**src/rtl/mc_ctrl_pkg.sv**
```systemverilog
// ---------------------------------------------------------------------------
// mc_ctrl_pkg
// Shared definitions for the RV32 multi-cycle control FSM:
//   - data/control widths
//   - RV32 opcode and funct3 encodings used by the decoder
//   - ALU operation encodings driven on alu_control
//   - FSM state enum and decoded instruction-class enum
// ---------------------------------------------------------------------------
package mc_ctrl_pkg;

    localparam int XLEN       = 32;   // only 32 supported
    localparam int ALU_CTRL_W = 3;

    // opcodes
    localparam logic [6:0] OP_R      = 7'b0110011;
    localparam logic [6:0] OP_I      = 7'b0010011;
    localparam logic [6:0] OP_LOAD   = 7'b0000011;
    localparam logic [6:0] OP_STORE  = 7'b0100011;
    localparam logic [6:0] OP_BRANCH = 7'b1100011;

    // funct3
    localparam logic [2:0] F3_ADD = 3'b000;
    localparam logic [2:0] F3_OR  = 3'b110;
    localparam logic [2:0] F3_AND = 3'b111;
    localparam logic [2:0] F3_W   = 3'b010;
    localparam logic [2:0] F3_BEQ = 3'b000;

    // ALU operations
    localparam logic [ALU_CTRL_W-1:0] ALU_ADD = 3'b000;
    localparam logic [ALU_CTRL_W-1:0] ALU_SUB = 3'b001;
    localparam logic [ALU_CTRL_W-1:0] ALU_AND = 3'b010;
    localparam logic [ALU_CTRL_W-1:0] ALU_OR  = 3'b011;

    typedef enum logic [2:0] {
        ST_IDLE   = 3'd0,
        ST_FETCH  = 3'd1,
        ST_DECODE = 3'd2,
        ST_EXEC   = 3'd3,
        ST_MEM    = 3'd4,
        ST_WB     = 3'd5,
        ST_TRAP   = 3'd6
    } state_e;

    typedef enum logic [2:0] {
        CLS_NONE = 3'd0,   // illegal / treated as NOP
        CLS_R    = 3'd1,
        CLS_I    = 3'd2,
        CLS_LD   = 3'd3,
        CLS_ST   = 3'd4,
        CLS_BR   = 3'd5
    } instr_cls_e;

    // classes that need the MEM state
    function automatic logic is_mem_cls(input instr_cls_e c);
        return (c == CLS_LD) || (c == CLS_ST);
    endfunction

endpackage

```
**src/rtl/alu_op_decoder.sv**
```systemverilog
// ---------------------------------------------------------------------------
// alu_op_decoder
// Purely combinational decode of the held instruction word into the ALU
// operation, the B-operand select, the instruction class and an illegal flag.
// Ports:
//   i_instr       in  XLEN  instruction word from the IR
//   o_alu_control out 3     ALU operation select
//   o_alu_src_b   out 1     0=rs2, 1=immediate
//   o_cls         out enum  decoded instruction class
//   o_illegal     out 1     opcode/funct3 combination not supported
// ---------------------------------------------------------------------------
import mc_ctrl_pkg::*;

module alu_op_decoder (
    input  logic [XLEN-1:0]       i_instr,
    output logic [ALU_CTRL_W-1:0] o_alu_control,
    output logic                  o_alu_src_b,
    output instr_cls_e            o_cls,
    output logic                  o_illegal
);

    logic [6:0] w_opcode;
    logic [2:0] w_funct3;
    logic       w_f7b5;

    assign w_opcode = i_instr[6:0];
    assign w_funct3 = i_instr[14:12];
    assign w_f7b5   = i_instr[30];

    // register specifiers and immediates are consumed by the datapath, not here
    logic w_unused;
    assign w_unused = ^{i_instr[31], i_instr[29:15], i_instr[11:7]};

    always_comb begin
        o_alu_control = ALU_ADD;
        o_alu_src_b   = 1'b0;
        o_cls         = CLS_NONE;
        o_illegal     = 1'b0;
        unique case (w_opcode)
            OP_R: begin
                o_cls = CLS_R;
                case (w_funct3)
                    F3_ADD:  o_alu_control = w_f7b5 ? ALU_SUB : ALU_ADD;
                    F3_AND:  o_alu_control = ALU_AND;
                    F3_OR:   o_alu_control = ALU_OR;
                    default: begin
                        o_cls     = CLS_NONE;
                        o_illegal = 1'b1;
                    end
                endcase
            end
            OP_I: begin
                o_cls       = CLS_I;
                o_alu_src_b = 1'b1;
                case (w_funct3)
                    F3_ADD:  o_alu_control = ALU_ADD;
                    F3_AND:  o_alu_control = ALU_AND;
                    F3_OR:   o_alu_control = ALU_OR;
                    default: begin
                        o_cls       = CLS_NONE;
                        o_alu_src_b = 1'b0;
                        o_illegal   = 1'b1;
                    end
                endcase
            end
            OP_LOAD, OP_STORE: begin
                if (w_funct3 == F3_W) begin
                    o_cls         = (w_opcode == OP_LOAD) ? CLS_LD : CLS_ST;
                    o_alu_control = ALU_ADD;   // base + offset
                    o_alu_src_b   = 1'b1;
                end else begin
                    o_illegal = 1'b1;
                end
            end
            OP_BRANCH: begin
                if (w_funct3 == F3_BEQ) begin
                    o_cls         = CLS_BR;
                    o_alu_control = ALU_SUB;   // rs1-rs2, zero means equal
                end else begin
                    o_illegal = 1'b1;
                end
            end
            default: o_illegal = 1'b1;
        endcase
    end

endmodule

```
**src/rtl/mc_ctrl_fsm.sv**
```systemverilog
// ---------------------------------------------------------------------------
// mc_ctrl_fsm
// Multi-cycle control FSM for the RV32 core. Sequences
// FETCH/DECODE/EXEC/MEM/WB, drives alu_control and the datapath strobes, and
// resolves beq from the ALU zero flag in EXEC.
// Optional feature macro: ILLEGAL_TRAP_EN
//   defined   : illegal instruction parks the FSM in TRAP, illegal sticky
//   undefined : illegal instruction is a NOP, illegal pulses for DECODE only
// Ports:
//   i_clk, i_rst_n (sync, active low)
//   i_instr       IR output, stable from DECODE until next ir_write
//   i_mem_ready   memory completes the current request this cycle
//   i_zero        ALU zero flag, used in EXEC only
//   o_alu_control ALU op (000 in IDLE/FETCH/DECODE)
//   o_alu_src_b, o_pc_src, o_pc_write, o_ir_write, o_mem_req, o_mem_we,
//   o_reg_write, o_wb_src, o_illegal
// ---------------------------------------------------------------------------
import mc_ctrl_pkg::*;

module mc_ctrl_fsm (
    input  logic                  i_clk,
    input  logic                  i_rst_n,
    input  logic [XLEN-1:0]       i_instr,
    input  logic                  i_mem_ready,
    input  logic                  i_zero,
    output logic [ALU_CTRL_W-1:0] o_alu_control,
    output logic                  o_alu_src_b,
    output logic                  o_pc_src,
    output logic                  o_pc_write,
    output logic                  o_ir_write,
    output logic                  o_mem_req,
    output logic                  o_mem_we,
    output logic                  o_reg_write,
    output logic                  o_wb_src,
    output logic                  o_illegal
);

    state_e                  r_state;
    state_e                  w_state_nxt;

    logic [ALU_CTRL_W-1:0]   r_alu_ctrl;
    logic                    r_alu_src_b;
    instr_cls_e              r_cls;

    logic [ALU_CTRL_W-1:0]   w_dec_alu_ctrl;
    logic                    w_dec_alu_src_b;
    instr_cls_e              w_dec_cls;
    logic                    w_dec_illegal;

    alu_op_decoder u_dec (
        .i_instr       (i_instr),
        .o_alu_control (w_dec_alu_ctrl),
        .o_alu_src_b   (w_dec_alu_src_b),
        .o_cls         (w_dec_cls),
        .o_illegal     (w_dec_illegal)
    );

    // state register
    always_ff @(posedge i_clk) begin
        if (!i_rst_n) r_state <= ST_IDLE;
        else          r_state <= w_state_nxt;
    end

    // decode fields captured at the end of DECODE, held through EXEC/MEM/WB
    always_ff @(posedge i_clk) begin
        if (!i_rst_n) begin
            r_alu_ctrl  <= ALU_ADD;
            r_alu_src_b <= 1'b0;
            r_cls       <= CLS_NONE;
        end else if (r_state == ST_DECODE) begin
            r_alu_ctrl  <= w_dec_alu_ctrl;
            r_alu_src_b <= w_dec_alu_src_b;
            r_cls       <= w_dec_cls;
        end
    end

    // next state and outputs
    always_comb begin
        w_state_nxt   = r_state;
        o_alu_control = ALU_ADD;
        o_alu_src_b   = 1'b0;
        o_pc_src      = 1'b0;
        o_pc_write    = 1'b0;
        o_ir_write    = 1'b0;
        o_mem_req     = 1'b0;
        o_mem_we      = 1'b0;
        o_reg_write   = 1'b0;
        o_wb_src      = 1'b0;
        o_illegal     = 1'b0;

        unique case (r_state)
            ST_IDLE: w_state_nxt = ST_FETCH;

            ST_FETCH: begin
                o_mem_req = 1'b1;
                // IR and PC+4 load in the cycle memory returns the word
                if (i_mem_ready) begin
                    o_ir_write  = 1'b1;
                    o_pc_write  = 1'b1;
                    w_state_nxt = ST_DECODE;
                end
            end

            ST_DECODE: begin
                o_illegal = w_dec_illegal;
                if (w_dec_illegal) begin
`ifdef ILLEGAL_TRAP_EN
                    w_state_nxt = ST_TRAP;
`else
                    w_state_nxt = ST_FETCH;
`endif
                end else begin
                    w_state_nxt = ST_EXEC;
                end
            end

            ST_EXEC: begin
                o_alu_control = r_alu_ctrl;
                o_alu_src_b   = r_alu_src_b;
                if (r_cls == CLS_BR) begin
                    // PC already holds PC+4; only load the target when taken
                    o_pc_src    = 1'b1;
                    o_pc_write  = i_zero;
                    w_state_nxt = ST_FETCH;
                end else if (is_mem_cls(r_cls)) begin
                    w_state_nxt = ST_MEM;
                end else begin
                    w_state_nxt = ST_WB;
                end
            end

            ST_MEM: begin
                o_alu_control = r_alu_ctrl;
                o_alu_src_b   = r_alu_src_b;
                o_mem_req     = 1'b1;
                o_mem_we      = (r_cls == CLS_ST);
                if (i_mem_ready)
                    w_state_nxt = (r_cls == CLS_ST) ? ST_FETCH : ST_WB;
            end

            ST_WB: begin
                o_alu_control = r_alu_ctrl;
                o_alu_src_b   = r_alu_src_b;
                o_reg_write   = 1'b1;
                o_wb_src      = (r_cls == CLS_LD);
                w_state_nxt   = ST_FETCH;
            end

            ST_TRAP: begin
                o_illegal   = 1'b1;   // held until reset
                w_state_nxt = ST_TRAP;
            end

            default: w_state_nxt = ST_IDLE;
        endcase
    end

endmodule
```
**config.mk**
```make
export PLATFORM = sky130hd
export DESIGN_NAME = mc_ctrl_fsm
export DESIGN_NICKNAME = d
export VERILOG_FILES = /design/src/rtl/mc_ctrl_pkg.sv /design/src/rtl/alu_op_decoder.sv /design/src/rtl/mc_ctrl_fsm.sv
export SDC_FILE = /design/constraint.sdc
export NUM_CORES = 1
export LEC_CHECK = 0
export ABC_CLOCK_PERIOD_IN_PS = 1580
export CAP_MARGIN = 10
export CORE_MARGIN = 4
export CORE_UTILIZATION = 30
export CTS_CLUSTER_SIZE = 40
export DETAILED_ROUTE_END_ITERATION = 7
export GPL_ROUTABILITY_DRIVEN = 0
export GPL_TIMING_DRIVEN = 0
export PLACE_DENSITY_LB_ADDON = 0.2
export SLEW_MARGIN = 20
export SYNTH_ARGS = -nofsm -noshare
export SYNTH_HDL_FRONTEND = slang
export SYNTH_HIERARCHICAL = 1
export SYNTH_SLANG_ARGS = --single-unit
export TNS_END_PERCENT = 100
```
**constraint.sdc**
```tcl
create_clock -name i_clk -period 1.58 [get_ports i_clk]
set_input_delay 0.316 -clock i_clk [delete_from_list [all_inputs] [get_ports i_clk]]
set_output_delay 0.316 -clock i_clk [all_outputs]
set_load 0.01 [all_outputs]
```
After elaboration in Yosys (flattened, before gate mapping)
Cells that the tools add are included.
- bits in registers: 10
- bits of input ports: 36
- output and inout port bits: 12
- logic and storage cells: 71
- equal/unequal tests: 19
- multiplexer cells: 38
- reductions and logical operators: 10
- operators with widths (cell ; count):
    3-bit two-way mux ; 8
    3-bit == test, second input constant ; 7
    1-bit two-way mux ; 19
    3-bit one-hot mux with 3 select lines ; 2
    3-bit one-hot mux with 6 select lines ; 1
    7-bit by 6-bit == test with 1-bit output, second input constant ; 2
    3-bit by 2-bit == test with 1-bit output, second input constant ; 4
    3-bit one-hot mux with 4 select lines ; 1
    2-bit OR reduction ; 4
    7-bit by 2-bit == test with 1-bit output, second input constant ; 1
    7-bit by 5-bit == test with 1-bit output, second input constant ; 1
    7-bit == test, second input constant ; 1
    3-bit logical NOT ; 2
    1-bit one-hot mux with 2 select lines ; 3
    3-bit OR reduction ; 2
    2-bit two-way mux ; 2
    2-bit inequality test, second input constant ; 2
    2-bit one-hot mux with 2 select lines ; 1
    3-bit by 1-bit == test with 1-bit output, second input constant ; 1
    1-bit one-hot mux with 3 select lines ; 1
    2-bit AND reduction ; 1
    1-bit logical OR ; 1

Logic depth before layout (Yosys ltp)
- depth after elaboration: 6
- gate-level depth with buffers: 6
- mapped depth without buffers: 5

Hierarchy
The synthesis kept the hierarchy.
- by module, submodules not included (module ; times used ; cells an instance ; area an instance (um2) ; seq. area each (um2)):
    mc_ctrl_fsm ; 1 ; 64 ; 558.0 ; 200.2
    alu_op_decoder ; 1 ; 38 ; 256.5 ; 0.0

Worst setup path after synthesis
Ideal clock, no wire load.
- kind: input to output
- start: input port i_instr[13]
- end: output port o_illegal
- arrival time: 1389 ps
- data required time: 1264 ps
- slack: -125 ps
- cell stages on the path: 6
- path buffers: 1
- cells stage by stage: buf_4 -> xor2_2 -> or4b_1 -> a31o_1 -> nor2_1 -> nor2_1
- word-level cells in the longest chain between the ends: 5
- elaborated cells on any way between the ends: 10
- classes of those cells: 3 x eq/ne; 5 x mux; 2 x reduce/logical
- RTL lines (what ; RTL line ; source):
    from (decl) ; mc_ctrl_fsm.sv:23 ; input logic [XLEN-1:0] i_instr,
    3-bit == test / 3-bit logical NOT (equally long branches) ; alu_op_decoder.sv:42, alu_op_decoder.sv:55, alu_op_decoder.sv:76 ;
    3-bit OR reduction (no source line) ; n/a ;
    1-bit two-way mux ; alu_op_decoder.sv:42, alu_op_decoder.sv:55 ;
    1-bit one-hot mux with 3 select lines (*) ; alu_op_decoder.sv:39 ; unique case (w_opcode)
    net w_dec_illegal ; mc_ctrl_fsm.sv:48 ; logic w_dec_illegal;
    1-bit one-hot mux with 2 select lines (*) ; mc_ctrl_fsm.sv:91 ; unique case (r_state)
    to (decl) ; mc_ctrl_fsm.sv:35 ; output logic o_illegal
Mark *: on every way through the listed nets, which the timed path passes. The rest lies on a longest branch.

Worst setup path after layout
- start: input port i_instr[4]
- end: output port o_illegal
- word-level cells in the longest chain between the ends: 4
- elaborated cells on any way between the ends: 9
- classes of those cells: 5 x eq/ne; 2 x mux; 2 x reduce/logical
- RTL lines (what ; RTL line):
    7-bit by 6-bit == test with 1-bit output (tied with other cells) ; alu_op_decoder.sv:39
    2-bit OR reduction, on equally long branches ; n/a
    1-bit one-hot mux with 3 select lines (*) ; alu_op_decoder.sv:39
    net w_dec_illegal ; mc_ctrl_fsm.sv:48
    1-bit one-hot mux with 2 select lines (*) ; mc_ctrl_fsm.sv:91
Marks and branches as above.

==> flow_summary.ini <==
[cells_and_area]
utilization = 0.5248
final_common_cell = buf_4
drive_gt1_frac = 0.4497
layout_common_cells = 18 x buf_4, 11 x buf_6, 9 x buf_2
antenna_cells = 0
area_delta_synth_final_pct = 62.52
fin_nets = 187

[clock_tree]
clkTransAtPathRegs_ns = 0.06
numCtsBuffers = 3
htree_levels = 1
cts_root_buf = clkbuf_4
cts_tree = done
cts_buffer_depth = 2
clkSinkCount = 10
holdBufCountCts = 0
clock_latency_ns = 0.26

[drt]
firstDrtPassIters = 4
detail-route-antenna-nets = 0
drtIter0Drc = 15
routed_wl_um = 2228
drt-wirelength-per-cell_um = 12.45
drc = 0
viasPerCell = 4.922
vias = 881

[setup_path]
reg2regPathDepth = 6
endpoint_kind = output pin
critical_path.max_fanout = 6
path_cells = buf_12, xor2_2, or4b_4, a31o_1, nor2_1, nor2_1, buf_2
cp_slowest_cell = or4b_4
cp.arrival_ns = 1.56
cpMostUsedCell = nor2_1
r2r_setup_slack_ns = 0.28
start_kind = input port
reg2reg_to = r_alu_src_b
critPathMaxStageDelay_ns = 0.47
path_class = input port to output pin
crit_required_ns = 1.26
rr_startpoint = r_state[2]

[logic_synthesis]
ys_seq_area_frac = 0.2458
async_flop_share = 0
synth-seq-cells = 10
syn_nets = 138
synth_edf_count = 0
postSynthCellCount = 102
avgSynthCellArea_um2 = 7.986
synth_cell_type_count = 38
synth.cell_area_um2 = 814.5
synth_ff_type = dfxtp_1
yosysWarnings = 6

[floorplanning]
initial_core_util = 0.3229
coreArea_um2 = 2522
die_y_um = 60.11
dieArea_um2 = 3613
io_pins = 48
rows = 18
die_w_um = 60.11

[min_path]
hp-start = i_rst_n
hold_class = input port to flop
worstHoldPathCells = 3
min_to = r_state[0]

[run]
drv_cap = 0

[run_status]
outcome = finished with violations
violations = setup timing

[timing]
timing.final.crit_share = 1.185
period_minus_slack_ns = 1.872
finalHoldViolCount = 0
setup_ws_ns = -0.2918
rsz0062_at_grt = true
clock_skew_ns = 0.001904
slew_viol_final = 0
setup_viol = 8
fmax_ghz = 0.5343

[power_and_ir_drop]
p_leak_nw = 0.5359
total_power_uw = 616.4
vdd_ir_drop_max_v = 0.0003521
power_density_nw_per_um2 = 465.7

[place]
preCtsSetupSlack_ns = -0.9940
portBuffers = 22
dp.final_hpwl_um = 1535

[grt]
overflow = 0
grt_max_degree = 11
grt_pass1_vias = 854
grt_pass1_wl_um = 3581
grtUsageTotal = 0.1313
antenna_found_initial = 0
## area by class of cell
| type | instances | area [µm²] |
|---|---|---|
| multi-input cells | 83 | 609.3 |
| well taps | 30 | 37.54 |
| clock buffers | 3 | 22.52 |
| flip-flops and latches | 10 | 211.5 |
| fillers | 249 | 1199 |
| inverters | 2 | 7.507 |
| repair buffers | 44 | 356.6 |
| plain buffers | 7 | 78.83 |
## metal layers
layer,track usage,share of wire,wire [µm]
met5,0,0,0
met4,0.05696,0.0090,20
met3,0.02376,0.070,155
met2,0.2608,0.53,1181
met1,0.1284,0.39,871
## per-stage QoR
stage	hold slack [ns]	TNS, ns	area, µm²	instances
finish	0.4299	-0.5324	1324	179
global route	0.4889	-1.088	1324	179
CTS	0.4366	-0.6847	1185	170
detailed placement	0.5033	-5.064	1076	154
global placement	0.4907	-4.752	1076	154
floorplan	0.4737	-0.1005	818.3	102
## synth_stat cells (all sizes together), types with 3 or more instances
| library cell | number | area (µm²) |
|---|---|---|
| dfxtp | 10 | 200.2 |
| nor2 | 8 | 30.03 |
| nor2b | 8 | 50.05 |
| mux2i | 7 | 70.07 |
| nand2 | 7 | 26.28 |
| a21oi | 6 | 30.03 |
| buf | 6 | 46.28 |
| and2 | 5 | 31.28 |
| nor3 | 5 | 25.02 |
| nand3b | 4 | 30.03 |
| nand2b | 3 | 18.77 |
| nand3 | 3 | 15.01 |
| or2b | 3 | 22.52 |
| xor2 | 3 | 33.79 |
## cells by family (layout without fill, tap and decap cells)
family | after synthesis | after routing | synth area share
DFF | 10 | 10 | 0.2458
and+or+nand+nor | 57 | 57 | 0.4378
xor gates and xnor gates | 3 | 3 | 0.04148
AOI/OAI and AO/OA | 15 | 15 | 0.1137
other | 1 | 1 | 0.004604
muxes | 7 | 7 | 0.08602
buffers and inverters | 9 | 56 | 0.07064
## how the worst max path moves through the flow
stage / depth (start not counted) / endpoint / start
after floorplan: 6 / o_illegal / i_instr[4]
after global placement: 6 / o_illegal / i_instr[14]
after detailed placement: 6 / o_illegal / i_instr[14]
after CTS: 7 / o_illegal / i_instr[13]
after global routing: 7 / o_illegal / i_instr[4]
final: 7 / o_illegal / i_instr[4]
## registers in the layout, indices dropped and copies added, names as in the netlist
register / flops
r_alu_ctrl: 3
r_state: 3
r_cls: 3
r_alu_src_b: 1
## critical path, delay by kind of cell
| family | cells | cell delay, ns |
|---|---|---|
| buffers and inverters | 2 | 0.24 |
| AOI/OAI and AO/OA | 1 | 0.24 |
| and+or+nand+nor | 3 | 0.61 |
| xor gates and xnor gates | 1 | 0.15 |
## repair_timing
action                                  4_1_cts  5_1_grt
endpoints found under the setup margin       14       13
resized for setup                            72       22
pin swaps                                     8       12
buffers inserted                             13        9
## where the power goes
part,internal (mW),switching [mW]
logic,0.114,0.0777
registers,0.255,0.00323
clock network,0.0876,0.0787
total,0.457,0.160
Note: power is estimated with default switching activity, not from simulation.
